File: config.mk
export PLATFORM = sky130hd
export DESIGN_NAME = load_store_unit
export DESIGN_NICKNAME = d
export VERILOG_FILES = /design/src/rtl/load_store_unit.sv
export SDC_FILE = /design/constraint.sdc
export NUM_CORES = 1
export LEC_CHECK = 0
export ABC_AREA = 1
export CORE_MARGIN = 2
export CORE_UTILIZATION = 45
export CTS_CLUSTER_DIAMETER = 150
export DETAILED_ROUTE_END_ITERATION = 16
export PLACE_DENSITY = 0.8
export SETUP_SLACK_MARGIN = 0.1
export SYNTH_ARGS = -nofsm -noshare
export SYNTH_HDL_FRONTEND = slang
export SYNTH_SLANG_ARGS = --single-unit
File: constraint.sdc
create_clock -name clk_i -period 2.42 [get_ports clk_i]
set_clock_uncertainty 0.1 [all_clocks]
set_input_delay 0.242 -clock clk_i [delete_from_list [all_inputs] [get_ports clk_i]]
set_output_delay 0.242 -clock clk_i [all_outputs]
set_load 0.005 [all_outputs]
File: src/rtl/load_store_unit.sv
// load_store_unit
//
// Sequential load/store unit between execute and writeback. It takes one
// memory instruction at a time, forms the effective address, checks
// alignment, and runs a req/gnt/rvalid handshake with the data memory.
// Load results are extended and returned with the destination register.
//
// Ports:
//   clk_i, rst_i            clock, synchronous active-high reset
//   req_valid_i/req_ready_o request handshake from execute
//   mem_op_i                {store, unsigned, size[1:0]}
//   base_i, imm_i, wdata_i  rs1, offset, rs2
//   rd_i, kill_i            load destination, pipeline flush
//   rsp_*                   one-cycle response to writeback
//   misalign_o, fault_o     exceptions, qualified by rsp_valid_o
//   fault_addr_o            effective address of the operation
//   dmem_*                  data memory request/grant/response
//   busy_o                  high whenever the unit is not idle
module load_store_unit #(
  parameter int XLEN = 32,
  parameter int RD_W = 5
) (
  input  logic              clk_i,
  input  logic              rst_i,
  input  logic              req_valid_i,
  output logic              req_ready_o,
  input  logic [3:0]        mem_op_i,
  input  logic [XLEN-1:0]   base_i,
  input  logic [XLEN-1:0]   imm_i,
  input  logic [XLEN-1:0]   wdata_i,
  input  logic [RD_W-1:0]   rd_i,
  input  logic              kill_i,
  output logic              rsp_valid_o,
  output logic              rsp_we_o,
  output logic [RD_W-1:0]   rsp_rd_o,
  output logic [XLEN-1:0]   rsp_data_o,
  output logic              misalign_o,
  output logic              fault_o,
  output logic [XLEN-1:0]   fault_addr_o,
  output logic              dmem_req_o,
  input  logic              dmem_gnt_i,
  output logic              dmem_we_o,
  output logic [XLEN-1:0]   dmem_addr_o,
  output logic [XLEN/8-1:0] dmem_be_o,
  output logic [XLEN-1:0]   dmem_wdata_o,
  input  logic              dmem_rvalid_i,
  input  logic [XLEN-1:0]   dmem_rdata_i,
  input  logic              dmem_err_i,
  output logic              busy_o
);

  localparam int BW = XLEN / 8;
  localparam int OW = $clog2(BW);

  typedef enum logic [2:0] {IDLE, REQ, WAIT, DRAIN, RESP} state_t;

  state_t state_q, state_d;

  logic [XLEN-1:0] ea_q;
  logic [BW-1:0]   be_q;
  logic [XLEN-1:0] wdata_q;
  logic            store_q;
  logic            uns_q;
  logic [1:0]      size_q;
  logic [RD_W-1:0] rd_q;
  logic            mis_q;
  logic            fault_q;
  logic [XLEN-1:0] rdata_q;

  // Request-side decode, evaluated on the incoming operands in IDLE.
  logic [XLEN-1:0] ea;
  logic [1:0]      size_in;
  logic [OW-1:0]   off_in;
  logic [2:0]      amask;
  logic            misalign_in;
  logic [BW-1:0]   be_base;
  logic [BW-1:0]   be_in;
  logic [XLEN-1:0] wdata_rep;

  assign ea      = base_i + imm_i;
  assign size_in = mem_op_i[1:0];
  assign off_in  = ea[OW-1:0];
  assign be_in   = be_base << off_in;

  // Size-dependent alignment mask, byte-enable pattern and store lane
  // replication. A double access on a 32-bit datapath is reported as
  // misaligned so it never reaches memory.
  always_comb begin
    amask     = 3'b111;
    be_base   = '1;
    wdata_rep = wdata_i;
    case (size_in)
      2'd0: begin
        amask     = 3'b000;
        be_base   = BW'(8'h01);
        wdata_rep = {BW{wdata_i[7:0]}};
      end
      2'd1: begin
        amask     = 3'b001;
        be_base   = BW'(8'h03);
        wdata_rep = {(XLEN/16){wdata_i[15:0]}};
      end
      2'd2: begin
        amask     = 3'b011;
        be_base   = BW'(8'h0F);
        wdata_rep = {(XLEN/32){wdata_i[31:0]}};
      end
      default: begin
        amask     = 3'b111;
        be_base   = '1;
        wdata_rep = wdata_i;
      end
    endcase
    misalign_in = ((ea[2:0] & amask) != 3'b000) ||
                  ((size_in == 2'b11) && (XLEN == 32));
  end

  // Load-side extraction: shift the addressed lane down, keep 2^size bytes,
  // then fill the upper bits with the sign bit for signed loads.
  logic [XLEN-1:0] shifted;
  logic [XLEN-1:0] keep_mask;
  logic            sign_bit;
  logic [XLEN-1:0] load_ext;

  assign shifted = dmem_rdata_i >> {ea_q[OW-1:0], 3'b000};

  always_comb begin
    keep_mask = '1;
    sign_bit  = 1'b0;
    case (size_q)
      2'd0: begin
        keep_mask = XLEN'(64'hFF);
        sign_bit  = shifted[7];
      end
      2'd1: begin
        keep_mask = XLEN'(64'hFFFF);
        sign_bit  = shifted[15];
      end
      2'd2: begin
        keep_mask = XLEN'(64'hFFFF_FFFF);
        sign_bit  = shifted[31];
      end
      default: begin
        keep_mask = '1;
        sign_bit  = 1'b0;
      end
    endcase
    load_ext = (shifted & keep_mask) |
               ({XLEN{sign_bit & ~uns_q}} & ~keep_mask);
  end

  // State register.
  always_ff @(posedge clk_i) begin
    if (rst_i) state_q <= IDLE;
    else       state_q <= state_d;
  end

  // Next-state logic. A kill that coincides with a grant still leaves a
  // response outstanding, so the unit must drain it before going idle.
  always_comb begin
    state_d = state_q;
    case (state_q)
      IDLE: begin
        if (req_valid_i && !kill_i) state_d = misalign_in ? RESP : REQ;
      end
      REQ: begin
        if (dmem_gnt_i)  state_d = kill_i ? DRAIN : WAIT;
        else if (kill_i) state_d = IDLE;
      end
      WAIT: begin
        if (dmem_rvalid_i) state_d = kill_i ? IDLE : RESP;
        else if (kill_i)   state_d = DRAIN;
      end
      DRAIN: begin
        if (dmem_rvalid_i) state_d = IDLE;
      end
      RESP:    state_d = IDLE;
      default: state_d = IDLE;
    endcase
  end

  // Operation and response registers. Request fields are captured on
  // acceptance and hold steady through the grant stall; the memory result
  // is captured only on the response that completes the operation.
  always_ff @(posedge clk_i) begin
    if (rst_i) begin
      ea_q    <= '0;
      be_q    <= '0;
      wdata_q <= '0;
      store_q <= 1'b0;
      uns_q   <= 1'b0;
      size_q  <= 2'd0;
      rd_q    <= '0;
      mis_q   <= 1'b0;
      fault_q <= 1'b0;
      rdata_q <= '0;
    end else begin
      if (state_q == IDLE && req_valid_i && !kill_i) begin
        ea_q    <= ea;
        be_q    <= be_in;
        wdata_q <= wdata_rep;
        store_q <= mem_op_i[3];
        uns_q   <= mem_op_i[2];
        size_q  <= size_in;
        rd_q    <= rd_i;
        mis_q   <= misalign_in;
        fault_q <= 1'b0;
        rdata_q <= '0;
      end
      if (state_q == WAIT && dmem_rvalid_i) begin
        fault_q <= dmem_err_i;
        rdata_q <= load_ext;
      end
    end
  end

  assign req_ready_o  = (state_q == IDLE);
  assign busy_o       = (state_q != IDLE);
  assign dmem_req_o   = (state_q == REQ);
  assign dmem_we_o    = (state_q == REQ) && store_q;
  assign dmem_addr_o  = {ea_q[XLEN-1:OW], {OW{1'b0}}};
  assign dmem_be_o    = be_q;
  assign dmem_wdata_o = wdata_q;
  assign rsp_valid_o  = (state_q == RESP);
  assign rsp_we_o     = (state_q == RESP) && !store_q && !mis_q && !fault_q;
  assign misalign_o   = (state_q == RESP) && mis_q;
  assign fault_o      = (state_q == RESP) && fault_q;
  assign rsp_data_o   = rsp_we_o ? rdata_q : '0;
  assign rsp_rd_o     = rd_q;
  assign fault_addr_o = ea_q;

endmodule

==> flow_metrics.env, run 1 <==
export IMPL_grt_overflow=0
export IMPL_via_per_inst=4.97
export IMPL_critical_path_slowest_cell="dfxtp_4"
export IMPL_layoutNonFillerInstCount=1862
export IMPL_path_cells="nor3_4 > inv_2 > nor4_4 > inv_2 > buf_4 > buf_12 > nor2_1 > dlygate4sd2_1"
export IMPL_path_max_fanout=13
export IMPL_status="completed"
export IMPL_syn_avg_cell_area_sq_um=5.90
export IMPL_drtIter0Drc=573
export IMPL_core_area_sq_mm=0.0174
export IMPL_grt_pass1_wl_microns=41100
export IMPL_max_freq_mhz=424
export IMPL_grt_max_degree=91
export IMPL_cts_tree="yes"
export IMPL_power_leakage_nw=5.55
export IMPL_arrival_ns=2.02
export IMPL_pin_count=289
export IMPL_wl_per_cell_microns=14.4
export IMPL_initial_core_util_pct=46.3
export IMPL_seqPwrFrac_pct=31.2
export IMPL_setup_violations=0
export IMPL_pre_cts_slack_ns=-0.0758
export IMPL_max_cap_viol_count=0
export IMPL_start_kind="flop"
export IMPL_post_route_drc_count=0
export IMPL_dieArea_sq_mm=0.0189
export IMPL_syn_instance_count=1361
export IMPL_ant_nets=0
export IMPL_cp_common_cell="inv_2"
export IMPL_ys_seq_elements=114
export IMPL_diodes=0
export IMPL_internal_power_mw=4.73
export IMPL_end_kind="primary output"
export IMPL_place_inst=1818
export IMPL_clk_pin_slew_ns=0.05
export IMPL_setup_ws_ns=0.0620
export IMPL_layout_nets=1800
export IMPL_swShare_pct=30.2
export IMPL_ys_flop_type="dfxtp_1"
export IMPL_switching_power_mw=2.05
export IMPL_ys_seq_area_share_pct=28.4
export IMPL_cts_root_buf="clkbuf_16"
export IMPL_synthesis_area_sq_mm=0.00803
export IMPL_tightest_slew_ns=0.672
export IMPL_syn2layout_area_growth_pct=44.2
export IMPL_die_x_microns=138
export IMPL_io_buffers=286
export IMPL_min_path_type="in2reg"
export IMPL_grt_pass1_vias=8431
export IMPL_dp_hpwl_microns=20300
export IMPL_async_reset_ff_share_pct=0
export IMPL_drv_slew=0
export IMPL_vdd_drop_max_mv=0.651
export IMPL_place_congestion=0.947
export IMPL_vias=9253
export IMPL_hold_violations=0
export IMPL_cts_made_buffers=17
export IMPL_num_rows=48
export IMPL_comb_power_share_pct=29.2
export IMPL_synth_edf_count=0
export IMPL_dr_pass1_iters=5
export IMPL_htree_num_levels=4
export IMPL_min_period_ns=2.36
export IMPL_rsz0062_at_grt="true"
export IMPL_wl_microns=26800
export IMPL_min_period_over_period_pct=97.4
export IMPL_synth_cell_types=35
export IMPL_clkPwrFrac_pct=39.6
export IMPL_path_class="reg2out"
export IMPL_clkSinkCount=114
export IMPL_cts_buffer_depth=2
export IMPL_maxSlewHeadroom_pct=55.2
export IMPL_nFillCells=1610
export IMPL_antenna_found_initial=0
export IMPL_drive_gt1_share_pct=8.19
export IMPL_clock_latency_ns=0.42
export IMPL_worstPathRequired_ns=2.08
export IMPL_cellPowerDensity_mw_per_mm2=585
export IMPL_track_usage_pct=27.8
export IMPL_power_mw=6.77
export IMPL_max_stage_delay_ns=0.36
export IMPL_yosysWarnings=0
export IMPL_dieHeight_microns=138
[sequential cells by signal, summed over array words and instances (netlist names)]
| register | flops |
|---|---|
| store_q | 1 |
| dmem_wdata_o | 32 |
| rdata_q | 32 |
| rsp_rd_o | 5 |
| size_q | 2 |
| mis_q | 1 |
| fault_q | 1 |
| uns_q | 1 |
| state_q | 3 |
| fault_addr_o | 32 |
| dmem_be_o | 4 |
[layer usage]
layer,track usage (%),up-vias,routed length (microns)
met4,9.34,0,666
li1,-,4709,-
met3,6.03,39,2120
met2,47.5,352,12700
met1,34.6,4153,11300
met5,0,-,0
[synthesized netlist by cell type (all sizes together) (2+ instances only)]
master	number	share of area (%)
o21ai	89	5.5
o21bai	10	0.94
inv	220	10
and3	2	0.16
nand3	87	5.4
nor2	163	7.9
xor2	13	1.4
a21oi	102	6.4
buf	61	5.4
nand4	2	0.16
o211ai	2	0.19
ha	31	4.8
a21o	2	0.19
nand2	421	20
a31oi	8	0.62
clkbuf	24	1.1
nor3	4	0.31
dfxtp	114	28
[cell type report]
class	count	area, sq um	area share [%]
clock inverter	13	183	1.58
timing repair buffer	328	3090	26.7
tap	225	282	2.43
multi-input combinational	942	4450	38.4
sequential	114	2290	19.8
clock buffer	19	453	3.91
inverter	221	830	7.17
[stage by stage]
step	util [%]	TNS (ns)	hold WS [ns]	instance area, sq um
after global placement	62.8	0	0.349	10900
after floorplan	-	0	0.290	8030
after CTS	66.7	0	0.255	11600
after detailed placement	62.8	-0.162	0.353	10900
after global routing	66.7	-0.0455	0.276	11600
final	66.7	0	0.268	11600
[cells in the final DEF (no fill, tap or decap), drive strengths merged, types with 9 or more instances in the layout]
master | netlist | layout
dlygate4sd2 | 0 | 9
clkdlybuf4s50 | 0 | 252
o21bai | 10 | 10
a21oi | 102 | 102
nand2 | 421 | 421
inv | 220 | 221
nor2 | 163 | 163
ha | 31 | 31
buf | 61 | 57
o21ai | 89 | 89
xor2 | 13 | 13
clkbuf | 24 | 27
dfxtp | 114 | 114
nand3 | 87 | 87
[worst paths after layout]
path,from,end,slack (ns),cells past startpoint
worst min register to register,rdata_q[6],rdata_q[6],0.36,2
worst max-delay path,state_q[1],rsp_data_o[28],0.06,8
worst max register to register,state_q[0],dmem_wdata_o[20],0.50,11
worst min-delay path,rst_i,rdata_q[30],0.27,3
[logic make-up after synthesis]
logic type	after synthesis	share of synthesized area, %
compound gates	214	14.0
xor+xnor	14	1.53
fa+ha+maj	32	5.08
buf+inv	306	16.8
flops	114	28.4
other cells	1	0.0467
simple gates	680	34.1
[repair_timing]
item / CTS / global route
hold endpoints to repair: 0 / 0
resized for setup: 77 / 39
hold buffers: 0 / 0
buffers inserted: 7 / 5
gates cloned: 1 / 0
pin swaps: 1 / 2
endpoints found under the setup margin: 32 / 21
[power by group through the flow]
stage	Sequential, mW	Combinational (mW)	Clock (mW)
3_5_place_dp	2.15	1.91	0
6_report	2.11	1.98	2.68
5_1_grt	2.13	2.18	2.81
3_3_place_gp	2.15	1.89	0
4_1_cts	2.11	1.97	2.72
2_1_floorplan	2.13	1.08	0
[critical path, delay by kind of cell (launching register included)]
kind | cells | cell delay, ns
buffers and inverters | 5 | 0.71
flip-flops | 1 | 0.36
AND/OR/NAND/NOR | 3 | 0.55
(Power assumes the default switching activity.)
==> run 2: changes to the inputs <==
--- a/config.mk
+++ b/config.mk
@@ -9,6 +9,7 @@
 export CORE_MARGIN = 2
 export CORE_UTILIZATION = 45
 export CTS_CLUSTER_DIAMETER = 150
+export CTS_CLUSTER_SIZE = 12
 export DETAILED_ROUTE_END_ITERATION = 16
 export PLACE_DENSITY = 0.8
 export SETUP_SLACK_MARGIN = 0.1
==> results of run 2 <==
The final DEF is identical to that of run 1; final timing and power are the same.
==> run 3: changes to the inputs <==
--- a/config.mk
+++ b/config.mk
@@ -12,6 +12,7 @@
 export CTS_CLUSTER_SIZE = 12
 export DETAILED_ROUTE_END_ITERATION = 16
 export PLACE_DENSITY = 0.8
+export RECOVER_POWER = 50
 export SETUP_SLACK_MARGIN = 0.1
 export SYNTH_ARGS = -nofsm -noshare
 export SYNTH_HDL_FRONTEND = slang
==> run 3 against run 2 <==
  * Via count down 0.34%
  * Maximum frequency up 0.57%
  * Sequential power about the same
  * Register-to-register slack worse by 0.31 ns
  * Critical path type unchanged
  * Highest routed layer unchanged
  * Clock-buffer cell count unchanged
  * Final cell count unchanged
  * Die area unchanged
  * Hold slack worse by 0.012 ns
  * Combinational power down 4%
  * Global-route usage unchanged
  * Critical endpoint unchanged
  * Sequential share of layout area about the same
  * First-iteration DRC count up 5.4%
==> flow_metrics.env, run 3 (synthesized netlist as in run 1, its figures left out) <==
export IMPL_multi_input_area_sq_mm=0.00444
export IMPL_diodes=0
export IMPL_path_buf_inv=5
export IMPL_drtIter0Drc=604
export IMPL_seqPwrFrac_pct=31.4
export IMPL_dieHeight_microns=138
export IMPL_postLayoutCellArea_sq_mm=0.0116
export IMPL_vias=9222
export IMPL_swShare_pct=30.4
export IMPL_power_mw=6.70
export IMPL_clkSinkCount=114
export IMPL_syn2layout_area_growth_pct=43.9
export IMPL_clk_pin_slew_ns=0.05
export IMPL_grt_pass1_wl_microns=41100
export IMPL_arrival_ns=2.00
export IMPL_max_freq_mhz=427
export IMPL_power_leakage_nw=5.82
export IMPL_wl_microns=26800
export IMPL_min_path_type="in2reg"
export IMPL_ff_latch_area_sq_mm=0.00229
export IMPL_hold_violations=0
export IMPL_worstPathRequired_ns=2.08
export IMPL_dr_pass1_iters=8
export IMPL_layout_commonest_cell="nand2_1"
export IMPL_layout_nets=1800
export IMPL_cts_made_buffers=17
export IMPL_layout_common_cells="nand2_1 (418), inv_1 (213), clkdlybuf4s50_1 (151)"
export IMPL_place_congestion=0.947
export IMPL_final_util_pct=66.6
export IMPL_dp_hpwl_microns=20300
export IMPL_path_cells="nor3_4 > inv_2 > nor4_4 > inv_2 > buf_4 > buf_12 > nor2_1 > dlygate4sd2_1"
export IMPL_io_buffers=286
export IMPL_track_usage_pct=27.8
export IMPL_num_rows=48
export IMPL_min_period_ns=2.34
export IMPL_cts_tree="yes"
export IMPL_via_per_inst=4.95
export IMPL_end_kind="primary output"
export IMPL_switching_power_mw=2.04
export IMPL_path_class="reg2out"
export IMPL_internal_power_mw=4.66
export IMPL_vdd_drop_max_mv=0.650
export IMPL_holdWs_ns=0.257
export IMPL_die_x_microns=138
export IMPL_clkPwrFrac_pct=40.1
export IMPL_wl_per_cell_microns=14.4
export IMPL_dpl_cell_area_sq_mm=0.0109
export IMPL_cellPowerDensity_mw_per_mm2=580
export IMPL_comb_power_share_pct=28.5
export IMPL_status="completed"
export IMPL_post_route_drc_count=0
export IMPL_dieArea_sq_mm=0.0189
export IMPL_path_max_fanout=13
export IMPL_antenna_found_initial=0
export IMPL_drive_gt1_share_pct=7.82
export IMPL_initial_core_util_pct=46.3
export IMPL_pin_count=289
export IMPL_setup_violations=0
export IMPL_max_cap_viol_count=0
export IMPL_critical_path_top_delay_family="buffers and inverters"
export IMPL_critical_path_slowest_cell="dfxtp_4"
export IMPL_cts_root_buf="clkbuf_16"
export IMPL_min_period_over_period_pct=96.9
export IMPL_cts_buffer_depth=2
export IMPL_pre_cts_slack_ns=-0.0758
export IMPL_maxSlewHeadroom_pct=54.8
export IMPL_setup_ws_ns=0.0754
export IMPL_tightest_slew_ns=0.677
export IMPL_clock_latency_ns=0.42
export IMPL_grt_pass1_vias=8431
export IMPL_max_stage_delay_ns=0.36
export IMPL_drv_slew=0
export IMPL_grt_max_degree=91
export IMPL_grt_overflow=0
export IMPL_htree_num_levels=4
export IMPL_rsz0062_at_grt="true"
export IMPL_nFillCells=1617
export IMPL_ant_nets=0
export IMPL_start_kind="flop"
export IMPL_cp_common_cell="inv_2"
export IMPL_core_area_sq_mm=0.0174
run 3: changes by cell type in the layout (fill, tap and decap cells not counted), sizes merged:
cell / change
buf: -4
clkbuf: +4
clkdlybuf4s50: -101
dlygate4sd3: +101
run 3: per-stage QoR:
step           std cells  TNS, ns
2_1_floorplan       1362        0
3_3_place_gp        1818        0
4_1_cts             1858        0
6_report            1862        0
5_1_grt             1862  -0.0455
3_5_place_dp        1818   -0.162
run 3: path summary, 6_finish.rpt:
path,startpoint,end,slack [ns],cells past startpoint
hold reg to reg,rdata_q[6],rdata_q[6],0.36,2
setup / recovery,state_q[1],rsp_data_o[28],0.08,8
hold / removal,rst_i,rdata_q[30],0.26,3
setup reg to reg,state_q[0],dmem_wdata_o[20],0.19,11
run 3: worst min-delay path: cells and delay by family:
family          cells  cell delay (ns)
buf+inv             2             0.34
compound gates      1             0.15
run 3: power groups by stage:
| stage | sequential [mW] | clock (mW) | combinational, mW |
|---|---|---|---|
| 2_1_floorplan | 2.13 | 0 | 1.08 |
| 3_3_place_gp | 2.15 | 0 | 1.89 |
| 3_5_place_dp | 2.15 | 0 | 1.91 |
| 4_1_cts | 2.11 | 2.72 | 1.97 |
| 5_1_grt | 2.12 | 2.81 | 2.12 |
| 6_report | 2.11 | 2.68 | 1.91 |
run 3: cell type report:
| class | instances | share of cell area, % |
|---|---|---|
| clock buffers | 19 | 3.92 |
| clock inverters | 13 | 1.58 |
| inverters | 221 | 7.18 |
| multi-input cells | 942 | 38.4 |
| flip-flops and latches | 114 | 19.8 |
| well taps | 225 | 2.44 |
| repair buffers | 328 | 26.7 |
run 3: layer usage:
| layer | global-route usage [%] | vias up | part of all wire [%] |
|---|---|---|---|
| met4 | 9.34 | 0 | 2.3 |
| met2 | 47.5 | 375 | 48 |
| met3 | 6.03 | 37 | 8.2 |
| li1 | - | 4715 | - |
| met5 | 0 | - | 0 |
| met1 | 34.6 | 4095 | 42 |
run 3: repair_timing:
action	in CTS	in global routing
setup endpoints to repair	32	21
cloned	1	0
pin swaps	1	2
setup buffers	7	5
hold buffers	0	0
gates resized for setup	77	39
